## src/rtl/stage_fifo_deep.sv

```systemverilog
// stage_fifo_deep: Depth-entry, Width-bit FIFO with a 0/1/2-per-cycle
// valid/ready protocol on both ports, occupancy/full/empty status and an
// optional same-cycle write-to-read bypass (FallThrough).
module stage_fifo_deep #(
    parameter int unsigned Width       = 32,
    parameter int unsigned Depth       = 4,
    parameter bit          FallThrough = 1'b0
) (
    input  logic                         clk_i,
    input  logic                         rst_i,
    input  logic                         flush_i,
    input  logic [1:0]                   wr_valid_i,
    input  logic [Width-1:0]             wr_data0_i,
    input  logic [Width-1:0]             wr_data1_i,
    output logic [1:0]                   wr_rdy_o,
    input  logic [1:0]                   rd_rdy_i,
    output logic [1:0]                   rd_valid_o,
    output logic [Width-1:0]             rd_data0_o,
    output logic [Width-1:0]             rd_data1_o,
    output logic [$clog2(Depth+1)-1:0]   level_o,
    output logic                         empty_o,
    output logic                         full_o
);

    localparam int unsigned LW = $clog2(Depth + 1);
    localparam int unsigned PW = $clog2(Depth);
    localparam int unsigned CW = LW + 1;

    logic [Width-1:0] r_mem [Depth];
    logic [PW-1:0]    r_rd_ptr;
    logic [PW-1:0]    r_wr_ptr;
    logic [LW-1:0]    r_level;

    logic [1:0]       w_rq;
    logic [1:0]       w_wq;
    logic [1:0]       w_ns;
    logic [1:0]       w_nw;
    logic [1:0]       w_nr;
    logic [1:0]       w_avail;
    logic [CW-1:0]    w_lvl;
    logic [CW-1:0]    w_room;
    logic [CW-1:0]    w_fill;
    logic [PW-1:0]    w_rd_ptr1;
    logic [PW-1:0]    w_wr_ptr1;

    // Modulo-Depth increment by compare-and-wrap, so non-power-of-two depths work.
    function automatic logic [PW-1:0] ptr_inc(input logic [PW-1:0] p);
        return (p == PW'(Depth - 1)) ? '0 : p + PW'(1);
    endfunction

    // Handshake arithmetic; room counts stored reads only, so the write side
    // never depends on bypassed items and no combinational loop forms.
    always_comb begin
        w_rq      = (rd_rdy_i == 2'b11) ? 2'd2 : (rd_rdy_i == 2'b01) ? 2'd1 : 2'd0;
        w_wq      = (wr_valid_i == 2'b11) ? 2'd2 : (wr_valid_i == 2'b01) ? 2'd1 : 2'd0;
        w_lvl     = CW'(r_level);
        w_ns      = (w_lvl < CW'(w_rq)) ? w_lvl[1:0] : w_rq;
        w_room    = CW'(Depth) - w_lvl + CW'(w_ns);
        w_nw      = (w_room < CW'(w_wq)) ? w_room[1:0] : w_wq;
        w_fill    = FallThrough ? (w_lvl + CW'(w_nw)) : w_lvl;
        w_avail   = (w_fill >= CW'(2)) ? 2'd2 : w_fill[1:0];
        w_nr      = (w_avail < w_rq) ? w_avail : w_rq;
        w_rd_ptr1 = ptr_inc(r_rd_ptr);
        w_wr_ptr1 = ptr_inc(r_wr_ptr);

        if (w_room >= CW'(2)) begin
            wr_rdy_o = 2'b11;
        end else if (w_room == CW'(1)) begin
            wr_rdy_o = 2'b01;
        end else begin
            wr_rdy_o = 2'b00;
        end

        rd_valid_o = (w_avail == 2'd2) ? 2'b11 : (w_avail == 2'd1) ? 2'b01 : 2'b00;
    end

    // Read data: stored entries, or write-port data bypassed when under two entries.
    always_comb begin
        rd_data0_o = r_mem[r_rd_ptr];
        rd_data1_o = r_mem[w_rd_ptr1];
        if (FallThrough) begin
            if (r_level == '0) begin
                rd_data0_o = wr_data0_i;
                rd_data1_o = wr_data1_i;
            end else if (r_level == LW'(1)) begin
                rd_data1_o = wr_data0_i;
            end
        end
    end

    // State update: reset clears everything, flush empties but keeps memory.
    always_ff @(posedge clk_i) begin
        if (rst_i) begin
            r_rd_ptr <= '0;
            r_wr_ptr <= '0;
            r_level  <= '0;
            for (int unsigned i = 0; i < Depth; i++) begin
                r_mem[i] <= '0;
            end
        end else if (flush_i) begin
            r_rd_ptr <= '0;
            r_wr_ptr <= '0;
            r_level  <= '0;
        end else begin
            if (w_nw != 2'd0) begin
                r_mem[r_wr_ptr] <= wr_data0_i;
            end
            if (w_nw == 2'd2) begin
                r_mem[w_wr_ptr1] <= wr_data1_i;
            end
            r_wr_ptr <= (w_nw == 2'd2) ? ptr_inc(w_wr_ptr1) :
                        (w_nw == 2'd1) ? w_wr_ptr1 : r_wr_ptr;
            r_rd_ptr <= (w_nr == 2'd2) ? ptr_inc(w_rd_ptr1) :
                        (w_nr == 2'd1) ? w_rd_ptr1 : r_rd_ptr;
            r_level  <= r_level + LW'(w_nw) - LW'(w_nr);
        end
    end

    // Status flags come straight from the occupancy register.
    always_comb begin
        level_o = r_level;
        empty_o = (r_level == '0);
        full_o  = (r_level == LW'(Depth));
    end

endmodule

```

## config.mk

```make
export PLATFORM = sky130hd
export DESIGN_NAME = stage_fifo_deep
export DESIGN_NICKNAME = d
export VERILOG_FILES = /design/src/rtl/stage_fifo_deep.sv
export SDC_FILE = /design/constraint.sdc
export NUM_CORES = 1
export LEC_CHECK = 0
export ABC_CLOCK_PERIOD_IN_PS = 5900
export CAP_MARGIN = 20
export CORE_UTILIZATION = 40
export CTS_CLUSTER_SIZE = 14
export DETAILED_ROUTE_END_ITERATION = 10
export PLACE_DENSITY = 0.75
export SYNTH_ARGS = -nofsm -noshare
export SYNTH_HDL_FRONTEND = slang
export SYNTH_SLANG_ARGS = --single-unit
```

## constraint.sdc

```tcl
create_clock -name clk_i -period 5.9 [get_ports clk_i]
set_input_delay 0.885 -clock clk_i [delete_from_list [all_inputs] [get_ports clk_i]]
set_output_delay 0.885 -clock clk_i [all_outputs]
set_load 0.05 [all_outputs]
```

Word-level counts from Yosys, hierarchy flattened
Memories as Yosys holds them, arrays and structs flattened. A register that Yosys moved wholly into a read port is not among the register bits.
Cells that the tools add are included.
{"block": "word_totals", "wordCells": 78, "register_bits": 7, "n_memories": 1, "output_inout_bits": 73, "inputBits": 71, "ram_bits": 128}
{"block": "op_classes", "n_lt_le_gt_ge": 5, "mux": 38, "n_eq_ne": 16, "addsub": 8, "n_reduce_logical": 7}
{"memory": "r_mem", "words": 4, "width": 32, "read_ports": 2, "rd_ports_with_merged_regs": 1, "write_ports": 4, "line": "29", "text": "logic [Width-1:0] r_mem [Depth];"}
{"cell": "$mux 32", "count": 2}
{"cell": "$reduce_or 32->1", "count": 2}
{"cell": "$mux 2", "count": 20}
{"cell": "$eq 2x2->1 const B", "count": 9}
{"cell": "$mux 1", "count": 16}
{"cell": "$eq 2x1->1 const B", "count": 5}
{"cell": "$add 2x1->2 const B", "count": 4}
{"cell": "$reduce_bool 2->1", "count": 3}
{"cell": "$add 4x2->4", "count": 1}
{"cell": "$eq 4x1->1 const B", "count": 1}
{"cell": "$ge 4x2->1 const B", "count": 1}
{"cell": "$lt 4x2->1", "count": 1}
{"cell": "$sub 3x3->4 const A", "count": 1}
{"cell": "$add 3x2->3", "count": 1}
{"cell": "$eq 3x3->1 const B", "count": 1}
{"cell": "$ge 3x2->1 const B", "count": 1}
{"cell": "$logic_not 3->1", "count": 1}
{"cell": "$lt 3x2->1", "count": 1}
{"cell": "$sub 3x2->3", "count": 1}
{"cell": "$lt 2x2->1", "count": 1}
{"cell": "$reduce_or 2->1", "count": 1}

Depth between registers and ports, before layout
Gate-level depths: netlist of run 1.
{"block": "depth", "word_depth": 15, "ltp_mapped": 20, "mapped_depth_nobuf": 19}

Worst setup path after synthesis of run 1
No wires, ideal clock.
{"block": "synth_timing", "kind": "in2reg", "startpoint": "input rd_rdy_i[0]", "endpoint": "memory r_mem[0][0] (enable)", "setup_ns": 0.390, "required_time_ns": 5.510, "slack_ns": 0.738, "cell_stages": 15, "t_arrival_ns": 4.772, "path_cell_list": "nand2_1 -> ha_1 -> nor3_1 -> o32ai_1 -> ha_1 -> fa_1 -> inv_1 -> ha_1 -> a21oi_1 -> nand2_1 -> mux2_1 -> ha_1 -> or3_4 -> nor3_2 -> or3_1"}
{"element": "from (decl)", "line": "16", "text": "input logic [1:0] rd_rdy_i,"}
{"element": "to (decl)", "line": "29"}

==> run metrics, run 1 <==
status=finished clean; Reg clk slew, reported paths=60 ps; Distinct cells, synth=40; WHS=584.8 ps; core area=18770 um2; Hold Path Class=reg2reg; hold path depth=2; die area=19720 um2; CTS Buffer Depth=2; # setup viols final=0; # hold bufs at CTS=0; Worst Path Buf+Inv=4; most frequent cells in the layout=143 x clkdlybuf4s50_1, 128 x a22o_1, 128 x edfxtp_1; Net Sw Frac=37.95%; Final Hold Viols=0; Seq pwr share=30.3%; critical path capture point type=flop; peak supply drop=0.3595 mV; Yosys reg bits=137; GP Congestion=0.8124; total CTS buffers=17; ANT nets after route=0; Warnings, synthesis=0; Mean Syn Cell Area=15.94 um2; routed vias=5375; Worst Setup Start Kind=input port; synthesized cell area=7665 um2; Post-CTS Setup Bufs=0; crit-path cells=clkdlybuf4s50_1 > nand2_1 > ha_1 > nor3_1 > o32ai_1 > ha_1 > fa_1 > inv_1 > ha_1 > a21oi_1 > nand2_1 > mux2i_1 > ha_1 > nor3b_2 > and2_2 > buf_4 > nor3_4 > buf_4 > a22o_1; Initial Util=40.84%; FF+latch area=4026 um2; Worst path top cell family by delay=adder cells; # fillers=1513; Final Util=53.11%; die height=140.4 um; pin count of the biggest net entering global routing=34; row cnt=50; LEAKAGE=3.569 nW; first-pass GRT wire length=31970 um; CTS-repair resized insts=0; Slew Viols, Final=0; # port buffers=143; clock period minus worst slack=5547 ps; NetSw=1.605 mW; RSZ-0062 raised after global routing=no; actual slew at the worst max-slew pin=987.3 ps; area taken by multi-input logic gates=3347 um2; Final Cycle Share=94.01%; kind of critical path=in2reg; Placed Instances=833; register area share after synthesis=52.50%; commonest non-fill, non-tap cell in the layout=clkdlybuf4s50_1; GRT Util Overall=21.66%; pre-CTS WS=-26.40 ps; R2R depth=17; setup ws final=353.2 ps; Worst Path Max Fanout=33; Worst path depth=19; per-cell routed wire length=23.86 um; die width=140.4 um; crit path DAT=5710 ps; DRC=0; Internal=2.624 mW; DR vias/cell=6.207; crit-path most repeated cell=ha_1; WL final=20660 um; Tot Pwr=4.228 mW; area delta synth->final=30.05%; Slowest cell on crit path=fa_1; clock power share=26.5%; Post-DP HPWL=13700 um; Setup Skew=6.167 ps; Skew-Pair Late Insertion Delay=420 ps; GRT Residual Overflow=0; synthesized instance count=481; Slew HR=34.18%; Non-Filler Instances=866; vias in the first global route=5775; fin nets=710; Data required, critical path=6070 ps; Cell Area, Placed=9341 um2; combinational share of power=43.1%; max-cap violation count=0; H-tree depth=4; layout cells sized above 1=21.08%; pwr dens=424.2 nW/um2; Max Clk Rate=0.1803 GHz; Final Cell Area=9968 um2; DRT Pass-1 Iters=5; CTS sink count=137; Worst path max stage delay=590 ps; initial antenna violation count=2; share of the synthesized area in the top cell type=50.15%; area leader, netlist=edfxtp_1; syn_nets=573; Setup Total Neg Slack=0 ps; CTS tree=yes; Clock Tree Root=clkbuf_16; Synth area leaders=edfxtp_1 50%, mux4_2 19%, a22o_1 15%; io pins=144; number of DRC markers in iteration 0=591
==> worst reg2reg max path: cells and delay by family, from the launching register on <==
kind            cells  cell delay, ps
compound gates      3             480
buf+inv             3             750
flops               1             550
fa+ha+maj           5            1780
mux                 1             280
simple gates        5             930
==> final cells by class <==
class                   count  area share, %
diodes                      1        0.02510
clock buffers              21          4.519
clock inverters            11          1.745
inverters                  15         0.5648
multi-input cells         284          33.58
flip-flops and latches    137          40.39
well taps                 234          2.937
repair buffers            163          16.24
==> cells by family (layout without fill, tap and decap cells) <==
logic type / after synthesis / count (layout) / synth area share, %
XOR/XNOR: 7 / 7 / 0.7999
other: 0 / 1 / 0
flip-flops: 137 / 137 / 52.50
multiplexers: 68 / 68 / 19.36
AO/OA/AOI/OAI: 140 / 140 / 15.69
buffers and inverters: 60 / 210 / 4.358
AND/OR/NAND/NOR: 48 / 48 / 3.575
adder cells (fa/ha/maj): 21 / 21 / 3.722
==> cells in the mapped netlist <==
library cell,instances
a22o_1,128
nor3b_2,1
or2_1,1
nand3_1,1
nand3b_1,1
xnor2_1,4
o22a_1,1
buf_6,10
nor3_4,1
nand2_1,6
xor2_1,3
nor3_1,2
ha_1,18
a211oi_1,1
dfxtp_1,9
buf_1,1
a31o_2,1
clkbuf_1,17
a21oi_1,4
nor3b_1,1
and2_1,6
and3_1,1
mux4_2,64
mux2i_1,2
buf_4,5
inv_1,15
or3_1,4
nor3_2,1
o21ai_0,3
buf_2,12
nor2_2,1
nor2_1,14
nor2b_1,2
or3_4,1
a211oi_2,1
mux2_1,2
fa_1,3
o32ai_1,1
nand2b_1,4
edfxtp_1,128
==> path summary, 6_finish.rpt <==
| path | startpoint | to | slack [ps] |
|---|---|---|---|
| setup / recovery | rd_rdy_i[1] | r_mem[1][13] | 350 |
| hold / removal | r_rd_ptr[1] | flop | 580 |
| setup reg to reg | level_o[1] | r_mem[1][13] | 870 |
| hold reg to reg | r_rd_ptr[1] | flop | 580 |
==> per-layer routing <==
layer	part of all wire (%)	wire (um)	up-vias	global-route usage (%)
met5	0	0	-	0
met4	1.7	356	0	8.097
met3	8.9	1830	36	5.778
met2	50	10400	305	36.89
met1	39	8077	2725	26.37
li1	-	-	2309	-
==> power groups by stage <==
stage	combinational, mW	sequential (mW)	clock (mW)
finish	1.82	1.28	1.12
global route	1.92	1.30	1.17
CTS	1.84	1.28	1.13
detailed placement	1.83	1.30	0
global placement	1.80	1.29	0
floorplan	1.27	1.27	0
==> registers in the layout, summed over array words and instances, names as in the netlist, named ones only <==
register and count:
level_o 3, r_rd_ptr 2, r_wr_ptr 2, r_mem 128
(Power assumes the default switching activity.)
==> run 2, diff against run 1 <==
- CORE_UTILIZATION: 40 -> 30
- PLACE_DENSITY: 0.75 -> 0.62
==> run 2 against run 1 <==
Effect of this change: combinational power barely moved; first-iteration DRC count shrank 39%; largest cell class unchanged; sequential power about the same; clock skew grew 3.3 ps; non-clock buffer count up 3; final area grew 1.4%; clock power is essentially flat; utilization decreased by 13 points; critical path type unchanged; worst hold slack improved by 6.8 ps.
==> run metrics, run 2 (synthesis gave the netlist of run 1 again) <==
status=finished clean; WL final=21920 um (+6.1%); FF+latch area=4026 um2 (unchanged); CTS tree=yes; commonest non-fill, non-tap cell in the layout=clkdlybuf4s50_1; number of DRC markers in iteration 0=360 (-39%); Final Cycle Share=88.97% (-5.0 points); Clock Tree Root=clkbuf_16; H-tree depth=4 (unchanged); layout cells sized above 1=21.33% (+0.25 points); first-pass GRT wire length=33410 um (+4.5%); pin count of the biggest net entering global routing=34 (unchanged); pwr dens=421.6 nW/um2 (-0.60%); crit-path cells=clkdlybuf4s50_1 > nand2_1 > ha_1 > nor3_1 > o32ai_1 > ha_1 > fa_1 > inv_1 > ha_1 > a21oi_1 > nand2_1 > mux2_1 > ha_1 > nor3b_2 > and2_2 > buf_4 > nor3_4 > buf_4 > a22o_1; per-cell routed wire length=22.72 um (-4.8%); die height=161.8 um (+15%); GRT Util Overall=17.15% (-4.5 points); Worst path top cell family by delay=adder cells; met2 wire length=11140 um (+7.1%); Setup Total Neg Slack=0 ps (unchanged); DR vias/cell=5.475 (-12%); routed vias=5283 (-1.7%); DRC=0 (unchanged); Final Util=40.25% (-13 points); worst reg2reg path endpoint=r_mem[1][19]; # hold bufs at CTS=0 (unchanged); clock period minus worst slack=5249 ps (-297.7 ps); critical path capture point type=flop; # fillers=2362 (+56%); most frequent cells in the layout=143 x clkdlybuf4s50_1, 128 x a22o_1, 128 x edfxtp_1; Worst path depth=19 (unchanged); M1 wire length=8599 um (+6.5%); GP Congestion=0.8157 (+0.41%); Final Cell Area=10110 um2 (+1.4%); # setup viols final=0 (unchanged); crit-path most repeated cell=ha_1; Critical Path End=r_mem[1][19]; Worst Path Buf+Inv=4 (unchanged); initial antenna violation count=4 (+2); setup slack, reg-to-reg=1160 ps (+290 ps); Data required, critical path=6190 ps (+120 ps); RSZ-0062 raised after global routing=no; Initial Util=30.53% (-10 points); CTS Buffer Depth=2 (unchanged); Worst R2R Start=level_o[1]; LEAKAGE=3.591 nW (+0.62%); ANT nets after route=0 (unchanged); wire length on met3=1730 um (-5.5%); total CTS buffers=17 (unchanged); fin nets=713 (+0.42%); Final Hold Viols=0 (unchanged); DRT Pass-1 Iters=4 (-1); Max Clk Rate=0.1905 GHz (+5.7%); Skew-Pair Late Insertion Delay=420 ps (about the same); # port buffers=143 (unchanged); actual slew at the worst max-slew pin=1044 ps (+56.58 ps); Setup Skew=9.470 ps (+3.303 ps); max-cap violation count=0 (unchanged); die width=161.8 um (+15%); crit path DAT=5540 ps (-170 ps); io pins=144 (unchanged); Slowest cell on crit path=fa_1; Worst path max stage delay=590 ps (about the same); vias in the first global route=5720 (-0.95%); Reg clk slew, reported paths=60 ps (about the same); Hold Path Class=reg2reg; CTS sink count=137 (unchanged); row cnt=58 (+16%); Post-DP HPWL=14870 um (+8.5%); Top reg by flops=r_mem; CTS-repair resized insts=0 (unchanged); Slew HR=30.41% (-3.8 points); die area=26190 um2 (+33%); Worst Setup Start Kind=input port; uppermost routed layer=met5; Worst Path Max Fanout=23 (-30%); area taken by multi-input logic gates=3347 um2 (unchanged); Cell Area, Placed=9472 um2 (+1.4%); Slew Viols, Final=0 (unchanged); crit path from=rd_rdy_i[1]; core area=25110 um2 (+34%); peak supply drop=0.3824 mV (+6.3%); GRT Residual Overflow=0 (unchanged); max reg flops=128 (unchanged); R2R depth=17 (unchanged); area delta synth->final=31.85%; kind of critical path=in2reg; Post-CTS Setup Bufs=0 (unchanged)
[run 2: cell count changes in the layout (fill, tap and decap cells not counted)]
cell        change
buf_12          -1
buf_4           +4
bufinv_16       +1
clkbuf_1        -3
clkbuf_8        -1
clkinv_1        +3
clkinv_2        +1
clkinv_4        -2
clkinvlp_4      -1
diode_2         +1
inv_6           +1
[run 2: report_power, final]
part           leakage [nW]  switching, mW  internal, mW
clock network         0.302          0.403         0.742
registers              1.40         0.0982          1.19
logic                  1.89           1.12         0.715
[run 2: how the worst min path moves through the flow]
stage	startpoint	to	slack, ps	cells after the start
3_5_place_dp	r_rd_ptr[1]	flop	580	2
4_1_cts	r_rd_ptr[0]	flop	600	2
5_1_grt	r_rd_ptr[1]	flop	620	2
2_1_floorplan	r_rd_ptr[1]	flop	530	2
6_report	r_rd_ptr[1]	flop	590	2
3_3_place_gp	r_rd_ptr[1]	flop	550	2
[run 2: final cells by class]
cell class              count  area share (%)
inverters                  15          0.5571
repair buffers            166           16.12
well taps                 330           4.086
diodes                      2         0.04952
multi-input cells         284           33.12
clock buffers              17           4.210
flip-flops and latches    137           39.84
clock inverters            14           2.018
[run 2: layer usage]
layer | up-vias | track usage (%)
met5 | - | 0
li1 | 2313 | -
met3 | 37 | 4.928
met2 | 236 | 29.59
met4 | 4 | 5.403
met1 | 2693 | 20.56
[run 2: per-stage QoR]
step | hold WS (ps) | total power, mW | setup slack [ps] | cells
floorplan | 526.3 | 2.543 | 737.8 | 481
global placement | 546.7 | 3.118 | 307.2 | 932
detailed placement | 583.6 | 3.146 | 237.8 | 932
CTS | 598.3 | 4.290 | 657.0 | 963
global route | 617.4 | 4.428 | 316.1 | 963
finish | 591.7 | 4.261 | 650.9 | 965
[run 2: tightest hold or removal path: cells and delay by family (launching register included)]
family,cells,cell delay [ps]
compound gates,2,230
flops,1,320
